<file path="config.mk">
export PLATFORM = sky130hd
export DESIGN_NAME = booth_pp_accumulator
export DESIGN_NICKNAME = d
export VERILOG_FILES = /design/src/rtl/booth_pkg.sv /design/src/rtl/booth_lane_adder.sv /design/src/rtl/booth_pp_accumulator.sv
export SDC_FILE = /design/constraint.sdc
export NUM_CORES = 1
export LEC_CHECK = 0
export CAP_MARGIN = 20
export CORE_MARGIN = 8
export CORE_UTILIZATION = 30
export DETAILED_ROUTE_END_ITERATION = 8
export SYNTH_ARGS = -nofsm -noshare
export SYNTH_HDL_FRONTEND = slang
export SYNTH_SLANG_ARGS = --single-unit
</file>
<file path="constraint.sdc">
create_clock -name clk -period 6.38 [get_ports clk]
set_input_delay 1.276 -clock clk [delete_from_list [all_inputs] [get_ports clk]]
set_output_delay 1.276 -clock clk [all_outputs]
set_load 0.01 [all_outputs]
</file>
<file path="src/rtl/booth_pkg.sv">
// Shared constants, FSM state type and lane-extract helper for the Booth
// partial-product accumulator.
package booth_pkg;

  localparam int LANES  = 8;
  localparam int LANE_W = 32;
  localparam int BUS_W  = LANES * LANE_W;

  typedef enum logic [1:0] {
    IDLE  = 2'd0,
    ACCUM = 2'd1,
    DONE  = 2'd2
  } state_e;

  function automatic logic [LANE_W-1:0] lane(input logic [BUS_W-1:0] bus, input int unsigned i);
    return bus[i*LANE_W +: LANE_W];
  endfunction

endpackage

</file>
<file path="src/rtl/booth_lane_adder.sv">
// Combinational adder: accumulator plus LANES_PER_CYCLE lanes, wrapped to LANE_W bits.
module booth_lane_adder #(
  parameter int LANE_W          = booth_pkg::LANE_W,
  parameter int LANES_PER_CYCLE = 1
) (
  input  logic [LANE_W-1:0]                 acc_i,
  input  logic [LANES_PER_CYCLE*LANE_W-1:0] lanes_i,
  output logic [LANE_W-1:0]                 sum_o
);

  // Two's-complement add is sign-agnostic once truncated to LANE_W bits.
  always_comb begin
    sum_o = acc_i;
    for (int k = 0; k < LANES_PER_CYCLE; k++) begin
      sum_o = sum_o + lanes_i[k*LANE_W +: LANE_W];
    end
  end

endmodule

</file>
<file path="src/rtl/booth_pp_accumulator.sv">
// Sequential reducer: captures a packed Booth partial-product bus and sums its
// lanes over LANES/LANES_PER_CYCLE cycles, returning the wrapped signed product.
module booth_pp_accumulator #(
  parameter int LANES           = booth_pkg::LANES,
  parameter int LANE_W          = booth_pkg::LANE_W,
  parameter int LANES_PER_CYCLE = 1
) (
  input  logic                    clk,
  input  logic                    rst_n,
  input  logic                    in_valid,
  output logic                    in_ready,
  input  logic [LANES*LANE_W-1:0] pp_bus,
  input  logic                    flush,
  output logic                    out_valid,
  input  logic                    out_ready,
  output logic [LANE_W-1:0]       product,
  output logic                    busy
);

  import booth_pkg::*;

  localparam int BUS_WL = LANES * LANE_W;
  localparam int GRP_W  = LANES_PER_CYCLE * LANE_W;
  localparam int NGRP   = LANES / LANES_PER_CYCLE;
  localparam int IDX_W  = $clog2(LANES + 1);
  localparam logic [IDX_W-1:0] STEP     = IDX_W'(LANES_PER_CYCLE);
  localparam logic [IDX_W-1:0] LAST_IDX = IDX_W'(LANES - LANES_PER_CYCLE);

  state_e             state_q;
  logic [IDX_W-1:0]   idx_q;
  logic [LANE_W-1:0]  acc_q;
  logic [LANE_W-1:0]  product_q;
  logic [BUS_WL-1:0]  bus_q;
  logic               in_ready_q;
  logic               out_valid_q;
  logic               busy_q;

  logic [GRP_W-1:0]   grp [NGRP];
  logic [GRP_W-1:0]   grp_d;
  logic [LANE_W-1:0]  sum_d;

  // Slice the captured bus into groups of lanes consumed together.
  for (genvar gi = 0; gi < NGRP; gi++) begin : g_grp
    assign grp[gi] = bus_q[gi*GRP_W +: GRP_W];
  end

  always_comb begin
    grp_d = '0;
    for (int g = 0; g < NGRP; g++) begin
      if (idx_q == IDX_W'(g * LANES_PER_CYCLE)) begin
        grp_d = grp[g];
      end
    end
  end

  booth_lane_adder #(
    .LANE_W          (LANE_W),
    .LANES_PER_CYCLE (LANES_PER_CYCLE)
  ) u_adder (
    .acc_i   (acc_q),
    .lanes_i (grp_d),
    .sum_o   (sum_d)
  );

  always_ff @(posedge clk or negedge rst_n) begin
    if (!rst_n) begin
      state_q     <= IDLE;
      idx_q       <= '0;
      acc_q       <= '0;
      product_q   <= '0;
      bus_q       <= '0;
      in_ready_q  <= 1'b1;
      out_valid_q <= 1'b0;
      busy_q      <= 1'b0;
    end else if (flush) begin
      // Abort wins over everything; the last delivered product is kept.
      state_q     <= IDLE;
      idx_q       <= '0;
      acc_q       <= '0;
      in_ready_q  <= 1'b1;
      out_valid_q <= 1'b0;
      busy_q      <= 1'b0;
    end else begin
      case (state_q)
        IDLE: begin
          if (in_valid && in_ready_q) begin
            bus_q      <= pp_bus;
            acc_q      <= '0;
            idx_q      <= '0;
            in_ready_q <= 1'b0;
            busy_q     <= 1'b1;
            state_q    <= ACCUM;
          end
        end
        ACCUM: begin
          acc_q <= sum_d;
          idx_q <= idx_q + STEP;
          if (idx_q == LAST_IDX) begin
            product_q   <= sum_d;
            out_valid_q <= 1'b1;
            state_q     <= DONE;
          end
        end
        DONE: begin
          if (out_ready) begin
            out_valid_q <= 1'b0;
            in_ready_q  <= 1'b1;
            busy_q      <= 1'b0;
            state_q     <= IDLE;
          end
        end
        default: begin
          state_q     <= IDLE;
          in_ready_q  <= 1'b1;
          out_valid_q <= 1'b0;
          busy_q      <= 1'b0;
        end
      endcase
    end
  end

  assign in_ready  = in_ready_q;
  assign out_valid = out_valid_q;
  assign product   = product_q;
  assign busy      = busy_q;

endmodule

</file>
[Yosys cells after proc, flatten, opt, wreduce, memory -nomap -nowiden]
Cells that the tools add are included.
W data, S select, Z words.
Storage, ports and cells
  register bits: 329
  output and inout bits: 35
  logic and storage cells: 65
Cells by class
  add/subtract/negate cells: 2
  equality and inequality tests: 14
  muxes and demuxes: 30
  bitwise logic cells: 1
  reductions and logical operators: 10
Operator list (count)
  $mux W32: 10
  $pmux W32 S2: 1
  $add A32 B32 Y32: 1
  $eq A4 B3 Y1 const B: 4
  $reduce_and A3 Y1: 5
  $ne A3 B3 Y1 const B: 3
  $pmux W1 S3: 3
  $eq A4 B2 Y1 const B: 2
  $mux W1: 8
  $mux W2: 4
  $mux W4: 2
  $pmux W4 S2: 1
  $pmux W2 S3: 1
  $add A4 B1 Y4 const B: 1
  $eq A4 B1 Y1 const B: 1
  $logic_not A4 Y1: 1
  $ne A2 B2 Y1 const B: 2
  $reduce_bool A3 Y1: 1
  $eq A2 B1 Y1 const B: 1
  $eq A2 B2 Y1 const B: 1
  $logic_not A2 Y1: 1
  $reduce_and A2 Y1: 1
  $logic_and A1 B1 Y1: 1
  $not A1 Y1: 1

[Depth between registers and ports, before layout]
Gate-level depths: netlist of the first run.
  word-level depth: 12
  depth in mapped cells: 24
  gate-level depth less buffers: 22

[By module]
Synthesis of the first run repeated with hierarchy kept, for this count alone.
Unflattened totals
  cell total of the unflattened synthesis: 1361
  area, all modules: 16687.3 µm²
By module, submodules not included
  booth_pp_accumulator: times used 1, cells each 1120, area an instance 14943.1 µm², sequential area each 8234.1 µm²
  booth_lane_adder: times used 1, cells each 241, area an instance 1744.2 µm², sequential area each 0.0 µm²

[Worst setup path before layout of the first run]
No wires, ideal clock.
  path type: reg-to-reg
  from: reg idx_q[1]
  to: reg acc_q[30]
  arrival time: 4386 ps
  setup slack: 1872 ps
  stages on the path, launching flop included: 24
  path buffers: 1
  period minus slack after synthesis: 4508 ps
  cells stage by stage: dfrtp_1 inv_1 ha_1 nor4b_1 clkbuf_1 a221o_1 o211ai_1 nand3_1 o21ai_0 nand2_1 o21ai_0 a21oi_1 ha_1 inv_1 fa_1 nor2b_1 o211ai_1 a21oi_1 nor3_2 o311ai_1 nand2_1 a211oi_1 o21ai_0 a32o_1
Between the ends
  longest elaborated chain between the ends: 12
  elaborated cells between the ends (all ways): 19
  classes of those cells: 1 x add/sub; 7 x eq/ne; 10 x mux; 1 x reduce/logical
RTL lines
  start: declaration: RTL line booth_pp_accumulator.sv:30  | logic [IDX_W-1:0] idx_q;
  start signal: assignment: RTL line booth_pp_accumulator.sv:97  | idx_q <= idx_q + STEP;
  $logic_not A4 Y1: RTL line booth_pp_accumulator.sv:50  | if (idx_q == IDX_W'(g * LANES_PER_CYCLE)) begin
  $mux W32 (7 in a row): RTL line booth_pp_accumulator.sv:50
  $mux W32 (*): RTL line booth_pp_accumulator.sv:50
  $add A32 B32 Y32 (*): RTL line booth_lane_adder.sv:15  | sum_o = sum_o + lanes_i[k*LANE_W +: LANE_W];
  $pmux W32 S2 (*): RTL line booth_pp_accumulator.sv:84  | case (state_q)
  $mux W32 (*): RTL line booth_pp_accumulator.sv:75  | end else if (flush) begin
  end signal: assignment: RTL line booth_pp_accumulator.sv:96  | acc_q <= sum_d;
  end: declaration: RTL line booth_pp_accumulator.sv:31  | logic [LANE_W-1:0] acc_q;
Mark *: on every way between the ends. The rest lies on a longest branch, timed or not.
A chain may end at the register's enable or synchronous reset.

[Worst setup path after layout of the first run]
  from: reg idx_q[1]
  to: reg product_q[29], in the netlist product[29]
Between the ends
  longest elaborated chain between the ends: 10
  elaborated cells between the ends (all ways): 18
  classes of those cells: 1 x add/sub; 7 x eq/ne; 8 x mux; 2 x reduce/logical
RTL lines
  $logic_not A4 Y1: RTL line booth_pp_accumulator.sv:50
  $mux W32 (8 in a row): RTL line booth_pp_accumulator.sv:50
  $add A32 B32 Y32: RTL line booth_lane_adder.sv:15
  end signal: assignment: RTL line booth_pp_accumulator.sv:99  | product_q <= sum_d;
  end: declaration: RTL line booth_pp_accumulator.sv:32  | logic [LANE_W-1:0] product_q;
Several ways; a longest one is shown, not always the timed one.

==> results of run 1 <==
-- cells in the final DEF (no fill, tap or decap), types with 7 or more instances in the layout --
cell	synthesis	final
a21oi_1	69	69
nor2_1	67	66
buf_4	1	20
clkdlybuf4s50_1	0	294
nand2_1	138	134
ha_1	37	37
clkbuf_1	87	10
nand3_1	38	38
nand4_1	7	7
a221o_1	31	31
bufinv_16	0	8
o21ai_0	98	98
dfrtp_1	328	328
inv_1	13	13
a22o_1	24	24
a22oi_1	31	31
mux2_2	260	260
o211ai_1	35	35
xor2_1	13	13
xnor2_1	15	15
a31oi_1	8	8
clkbuf_16	0	40
-- registers in the layout (all words and copies together) (netlist names) --
| name | count |
|---|---|
| out_valid | 1 |
| product | 32 |
| acc_q | 32 |
| idx_q | 4 |
| bus_q | 256 |
| state_q | 2 |
| in_ready | 1 |
| busy | 1 |
-- cell type report --
cell class / count / area (um^2) / share of cell area, %
Antenna cell: 3 / 7.507 / 0.03571
Tap cell: 688 / 860.8 / 4.095
Sequential cell: 329 / 8234 / 39.17
Timing Repair Buffer: 318 / 3168 / 15.07
Inverter: 13 / 48.80 / 0.2321
Clock buffer: 56 / 1121 / 5.332
Multi-Input combinational cell: 966 / 7283 / 34.64
Clock inverter: 15 / 300.3 / 1.428
-- power by group --
group / total [W] / internal, W / switching (W)
logic: 0.00199 / 0.000965 / 0.00102
registers: 0.00290 / 0.00259 / 0.000311
clock network: 0.00247 / 0.00155 / 0.000914
total: 0.00735 / 0.00511 / 0.00225
-- metrics by stage --
| stage | hold WS, ns | cell area (um^2) | std cells | setup WS [ns] |
|---|---|---|---|---|
| floorplan | 0.4563 | 15900 | 1401 | 1.872 |
| global route | 0.5109 | 21020 | 2387 | 0.5437 |
| CTS | 0.4788 | 21020 | 2385 | 0.9855 |
| finish | 0.4717 | 21020 | 2388 | 0.9881 |
| global placement | 0.4641 | 19600 | 2314 | 1.163 |
| detailed placement | 0.4647 | 19600 | 2314 | 1.017 |
-- worst register-to-register path, delay by kind of cell (launching register included) --
family	cells	cell delay, ns
buffers and inverters	2	0.50
DFF	1	0.43
AOI/OAI and AO/OA	12	2.39
and+or+nand+nor	5	1.42
adders and majority gates	2	0.54
-- worst min-delay path by stage --
stage	from	to	slack, ns	cells after the start
6_report	product[18]	product[18]	0.47	2
5_1_grt	bus_q[27]	bus_q[27]	0.51	1
4_1_cts	product[18]	product[18]	0.48	2
3_5_place_dp	product[18]	product[18]	0.46	2
3_3_place_gp	product[18]	product[18]	0.46	2
2_1_floorplan	acc_q[19]	acc_q[19]	0.46	2
-- cells by family (layout without fill, tap and decap cells) --
logic type / count (synthesis) / after routing / share of synthesized area, %
XOR/XNOR: 28 / 28 / 1.543
adder cells (fa/ha/maj): 38 / 38 / 3.038
other: 0 / 3 / 0
AND/OR/NAND/NOR: 291 / 291 / 7.966
multiplexers: 261 / 261 / 18.48
buffers and inverters: 106 / 402 / 2.543
AO/OA/AOI/OAI: 348 / 348 / 14.63
flip-flops: 329 / 329 / 51.80
-- per-layer routing --
metal / track usage [%] / vias to the layer above / routed length, um
met3: 3.780 / 70 / 3188
met4: 5.523 / 8 / 1376
li1: - / 5666 / -
met2: 27.37 / 379 / 24760
met1: 23.10 / 6137 / 24180
met5: 0 / - / 52
==> results.sh, run 1 <==
export IMPL_status="completed"
export IMPL_hp_class="reg2reg"
export IMPL_finalSetupTns_ns=0
export IMPL_yosysTopAreaCellShare_pct=51.64
export IMPL_cts_buffers=39
export IMPL_synth_area_top_cells="dfrtp_1 52%, mux2_2 18%, nand2_1 3.3%, o21ai_0 3.1%, ha_1 2.9%"
export IMPL_detail_route_antenna_nets=0
export IMPL_syn_avg_cell_area_um2=11.35
export IMPL_critPathLaunchType="flip-flop"
export IMPL_syn_area_um2=15900
export IMPL_required_ns=6.79
export IMPL_synth_edf_count=0
export IMPL_fin_crit_sh_pct=84.51
export IMPL_seq_area_frac_synth_pct=51.80
export IMPL_synthToLayoutAreaGrowth_pct=32.27
export IMPL_num_io_pins=296
export IMPL_grt_pass1_wl_mm=79.92
export IMPL_cpPeakStageDelay_ns=0.56
export IMPL_fillers=4998
export IMPL_cap_violations=0
export IMPL_vias=12260
export IMPL_critPathCapture="product[29]"
export IMPL_drv_slew=0
export IMPL_tightest_slew_ns=0.9384
export IMPL_grt_max_degree=164
export IMPL_synth_cells=1401
export IMPL_yosysWarnings=0
export IMPL_die_w_um=246.2
export IMPL_reg2regPathDepth=21
export IMPL_routed_via_density=5.134
export IMPL_core_area_um2=52450
export IMPL_crit_cells=21
export IMPL_rsz0062_at_grt="no"
export IMPL_tritoncts="built"
export IMPL_path_clk_slew_ns=0.06
export IMPL_rr_endpoint="product[29]"
export IMPL_grt_util_all_layers_pct=17.21
export IMPL_clock_latency_ns=0.56
export IMPL_ys_seq_elements=329
export IMPL_crit_buf_inv=2
export IMPL_gr_total_overflow=0
export IMPL_pwr_density_cell_nw_per_um2=349.8
export IMPL_clkSinkCount=329
export IMPL_cts_resized=0
export IMPL_std_cell_rows=84
export IMPL_routed_wl_mm=53.55
export IMPL_firstDrtPassIters=5
export IMPL_final_core_util_pct=40.09
export IMPL_slowest_stage="or4_1"
export IMPL_drc=0
export IMPL_start_util_pct=30.31
export IMPL_yosys_top_cells_count="328 x dfrtp_1, 260 x mux2_2, 138 x nand2_1"
export IMPL_yosys_area_top_type="dfrtp_1"
export IMPL_drive_above_1_share_pct=21.63
export IMPL_endpoint_kind="flip-flop"
export IMPL_fp_dieH_um=246.2
export IMPL_clock_path_buffers=3
export IMPL_cts_htree_levels=2
export IMPL_reg2reg_slack_ns=0.99
export IMPL_gp_congestion=0.8828
export IMPL_cts_setup_buffers=0
export IMPL_startpoint="idx_q[1]"
export IMPL_cp_top_family="compound AO/OA/AOI/OAI gates"
export IMPL_antenna_found_initial=7
export IMPL_timing_fmax_mhz=185.5
export IMPL_synth_distinct_cells=62
export IMPL_hold_viol=0
export IMPL_setup_violations=0
export IMPL_synth_fp_nets=1700
export IMPL_wl_per_cell_um=22.43
export IMPL_crit_type="reg2reg"
export IMPL_yosys_most_used_dff="dfrtp_1"
export IMPL_slew_headroom_pct=37.44
export IMPL_drt_initial_drc_count=817
export IMPL_synth_most_common_cell="dfrtp_1"
export IMPL_cts_hold_buf=0
export IMPL_cts_root_buf="clkbuf_16"
export IMPL_dp_hpwl_mm=40.25
export IMPL_fin_skew_ns=0.01862
export IMPL_power_leakage_nw=9.014
export IMPL_grt_pass1_vias=12970
export IMPL_min_period_ns=5.392
export IMPL_r2r_start="idx_q[1]"
export IMPL_worstPathArrival_ns=5.80
export IMPL_port_buffers=295
export IMPL_cp_cell_sequence="inv_1 > ha_1 > nor4b_2 > buf_4 > a221o_1 > o211ai_1 > nand3_1 > o21ai_0 > nand2_1 > o21ai_0 > a21oi_1 > ha_1 > a211oi_2 > o21ai_2 > o221ai_2 > a311oi_1 > or4_1 > a21oi_2 > o21ai_2 > nor4_1 > a211oi_1"
export IMPL_power_w=0.007354
export IMPL_ir_worst_vdd_uv=191.1
export IMPL_path_max_fanout=31
export IMPL_die_area_um2=60600
export IMPL_ys_async_sr_fraction_pct=100.0
export IMPL_final_nets=1966
(Power assumes the default switching activity.)
==> inputs of run 2 (changes only) <==
Clock period 6.38 ns to 5.4 ns, I/O delays scaled along.
==> results.sh, run 2 (synthesis results as in run 1) <==
export IMPL_status="completed"
export IMPL_path_max_fanout=27
export IMPL_grt_util_all_layers_pct=17.46
export IMPL_hp_class="reg2reg"
export IMPL_dp_hpwl_mm=41.19
export IMPL_clock_latency_ns=0.58
export IMPL_cp_top_family="compound AO/OA/AOI/OAI gates"
export IMPL_power_leakage_nw=9.150
export IMPL_min_period_ns=4.963
export IMPL_endpoint_kind="flip-flop"
export IMPL_cts_buffers=41
export IMPL_vias=12260
export IMPL_port_buffers=295
export IMPL_largest_register="bus_q"
export IMPL_core_area_um2=52450
export IMPL_grt_max_degree=109
export IMPL_timing_fmax_mhz=201.5
export IMPL_num_io_pins=296
export IMPL_layout_setup_ws_ns=0.4367
export IMPL_hold_viol=0
export IMPL_crit_buf_inv=2
export IMPL_cts_hold_buf=0
export IMPL_layout_commonest_cell="dfrtp_1"
export IMPL_drive_above_1_share_pct=23.02
export IMPL_slew_headroom_pct=37.14
export IMPL_worstPathArrival_ns=5.41
export IMPL_firstDrtPassIters=5
export IMPL_fin_crit_sh_pct=91.91
export IMPL_finalSetupTns_ns=0
export IMPL_drt_initial_drc_count=844
export IMPL_path_clk_slew_ns=0.06
export IMPL_cp_common_cell="o21ai_0"
export IMPL_clkSinkCount=329
export IMPL_gp_congestion=0.8818
export IMPL_tritoncts="built"
export IMPL_std_cell_rows=84
export IMPL_largest_reg_flops=256
export IMPL_drc=0
export IMPL_antenna_found_initial=11
export IMPL_die_area_um2=60600
export IMPL_pwr_density_cell_nw_per_um2=410.2
export IMPL_setup_violations=0
export IMPL_power_w=0.008720
export IMPL_drv_slew=0
export IMPL_clock_path_buffers=3
export IMPL_die_w_um=246.2
export IMPL_routed_via_density=5.091
export IMPL_detail_route_antenna_nets=0
export IMPL_synthToLayoutAreaGrowth_pct=33.73
export IMPL_cts_root_buf="clkbuf_16"
export IMPL_layout_common_cells="328 x dfrtp_1, 294 x clkdlybuf4s50_1, 260 x mux2_2, 134 x nand2_1, 98 x o21ai_0"
export IMPL_cp_cell_sequence="ha_1 > and2_2 > a22oi_1 > nand3_1 > o21ai_0 > nand2_1 > o21ai_0 > a21oi_1 > ha_1 > inv_1 > fa_1 > nor2b_1 > o211ai_1 > a21oi_1 > nor3_2 > o311ai_1 > buf_4 > nand2_1 > a211oi_2 > o21ai_0 > a32o_1"
export IMPL_cpPeakStageDelay_ns=0.67
export IMPL_grt_pass1_vias=13130
export IMPL_tightest_slew_ns=0.9419
export IMPL_grt_pass1_wl_mm=81.36
export IMPL_wl_per_cell_um=22.50
export IMPL_fin_skew_ns=0.05459
export IMPL_rsz0062_at_grt="no"
export IMPL_crit_type="reg2reg"
export IMPL_critPathLaunchType="flip-flop"
export IMPL_routed_wl_mm=54.15
export IMPL_cap_violations=0
export IMPL_start_util_pct=30.31
export IMPL_cts_htree_levels=2
export IMPL_gr_total_overflow=0
export IMPL_final_core_util_pct=40.53
export IMPL_slowest_stage="and2_2"
export IMPL_required_ns=5.85
export IMPL_pre_cts_slack_ns=0.3240
export IMPL_ir_worst_vdd_uv=213.8
export IMPL_final_nets=1988
export IMPL_fp_dieH_um=246.2
==> run 2: cell types whose count changed in the layout (fill, tap and decap cells not counted), moves of 2 or more <==
cell / previous run / this run
clkbuf_16: 40 / 42
bufinv_16: 8 / 5
clkinvlp_4: 1 / 3
clkbuf_8: 6 / 9
and2_1: 5 / 3
buf_4: 20 / 36
and2_2: 2 / 4
clkbuf_1: 10 / 4
buf_12: 3 / 6
==> run 2: power breakdown <==
part	switching, W	total [W]	internal (W)
Clock	0.00110	0.00287	0.00176
Combinational	0.00124	0.00242	0.00119
Sequential	0.000370	0.00343	0.00306
Total	0.00271	0.00872	0.00601
==> run 2: layout make-up <==
| cell class | count | area [um^2] |
|---|---|---|
| antenna | 3 | 7.507 |
| clock buffer | 54 | 1165 |
| clock inverter | 16 | 267.8 |
| fill | 4962 | 31190 |
| inverter | 13 | 48.80 |
| multi-input combinational | 966 | 7300 |
| sequential | 329 | 8234 |
| tap | 688 | 860.8 |
| timing repair buffer | 338 | 3373 |
==> run 2: worst min-delay path: cells and delay by family (launching register included) <==
family / cells / cell delay (ns)
DFF: 1 / 0.34
and+or+nand+nor: 2 / 0.10
==> run 2: path summary, 6_finish.rpt <==
check | startpoint | to | slack [ns] | cells past startpoint
max | idx_q[0] | acc_q[30] | 0.44 | 21
min | product[11] | product[11] | 0.47 | 2
max reg2reg | idx_q[0] | acc_q[30] | 0.44 | 21
min reg2reg | product[11] | product[11] | 0.47 | 2
max in group asynchronous | rst_n | bus_q[204] | 3.64 | 2
min in group asynchronous | rst_n | acc_q[29] | 0.59 | 1
==> run 2: metal layers <==
metal | GRT usage [%] | wire, um
met2 | 28.64 | 25760
met4 | 4.965 | 1280
met3 | 4.516 | 3546
met1 | 22.53 | 23460
met5 | 0 | 108
==> run 2: timing repair <==
item / in CTS / in global routing
endpoints found under the setup margin: 0 / 10
resized for setup: 0 / 4
setup buffers: 0 / 1
==> run 2: metrics by stage <==
step	hold slack (ns)	cell area, um^2	std cells
finish	0.4719	21260	2407
global placement	0.4617	19770	2332
floorplan	0.4563	15900	1401
CTS	0.4779	21200	2402
global route	0.4942	21250	2406
detailed placement	0.4640	19770	2332
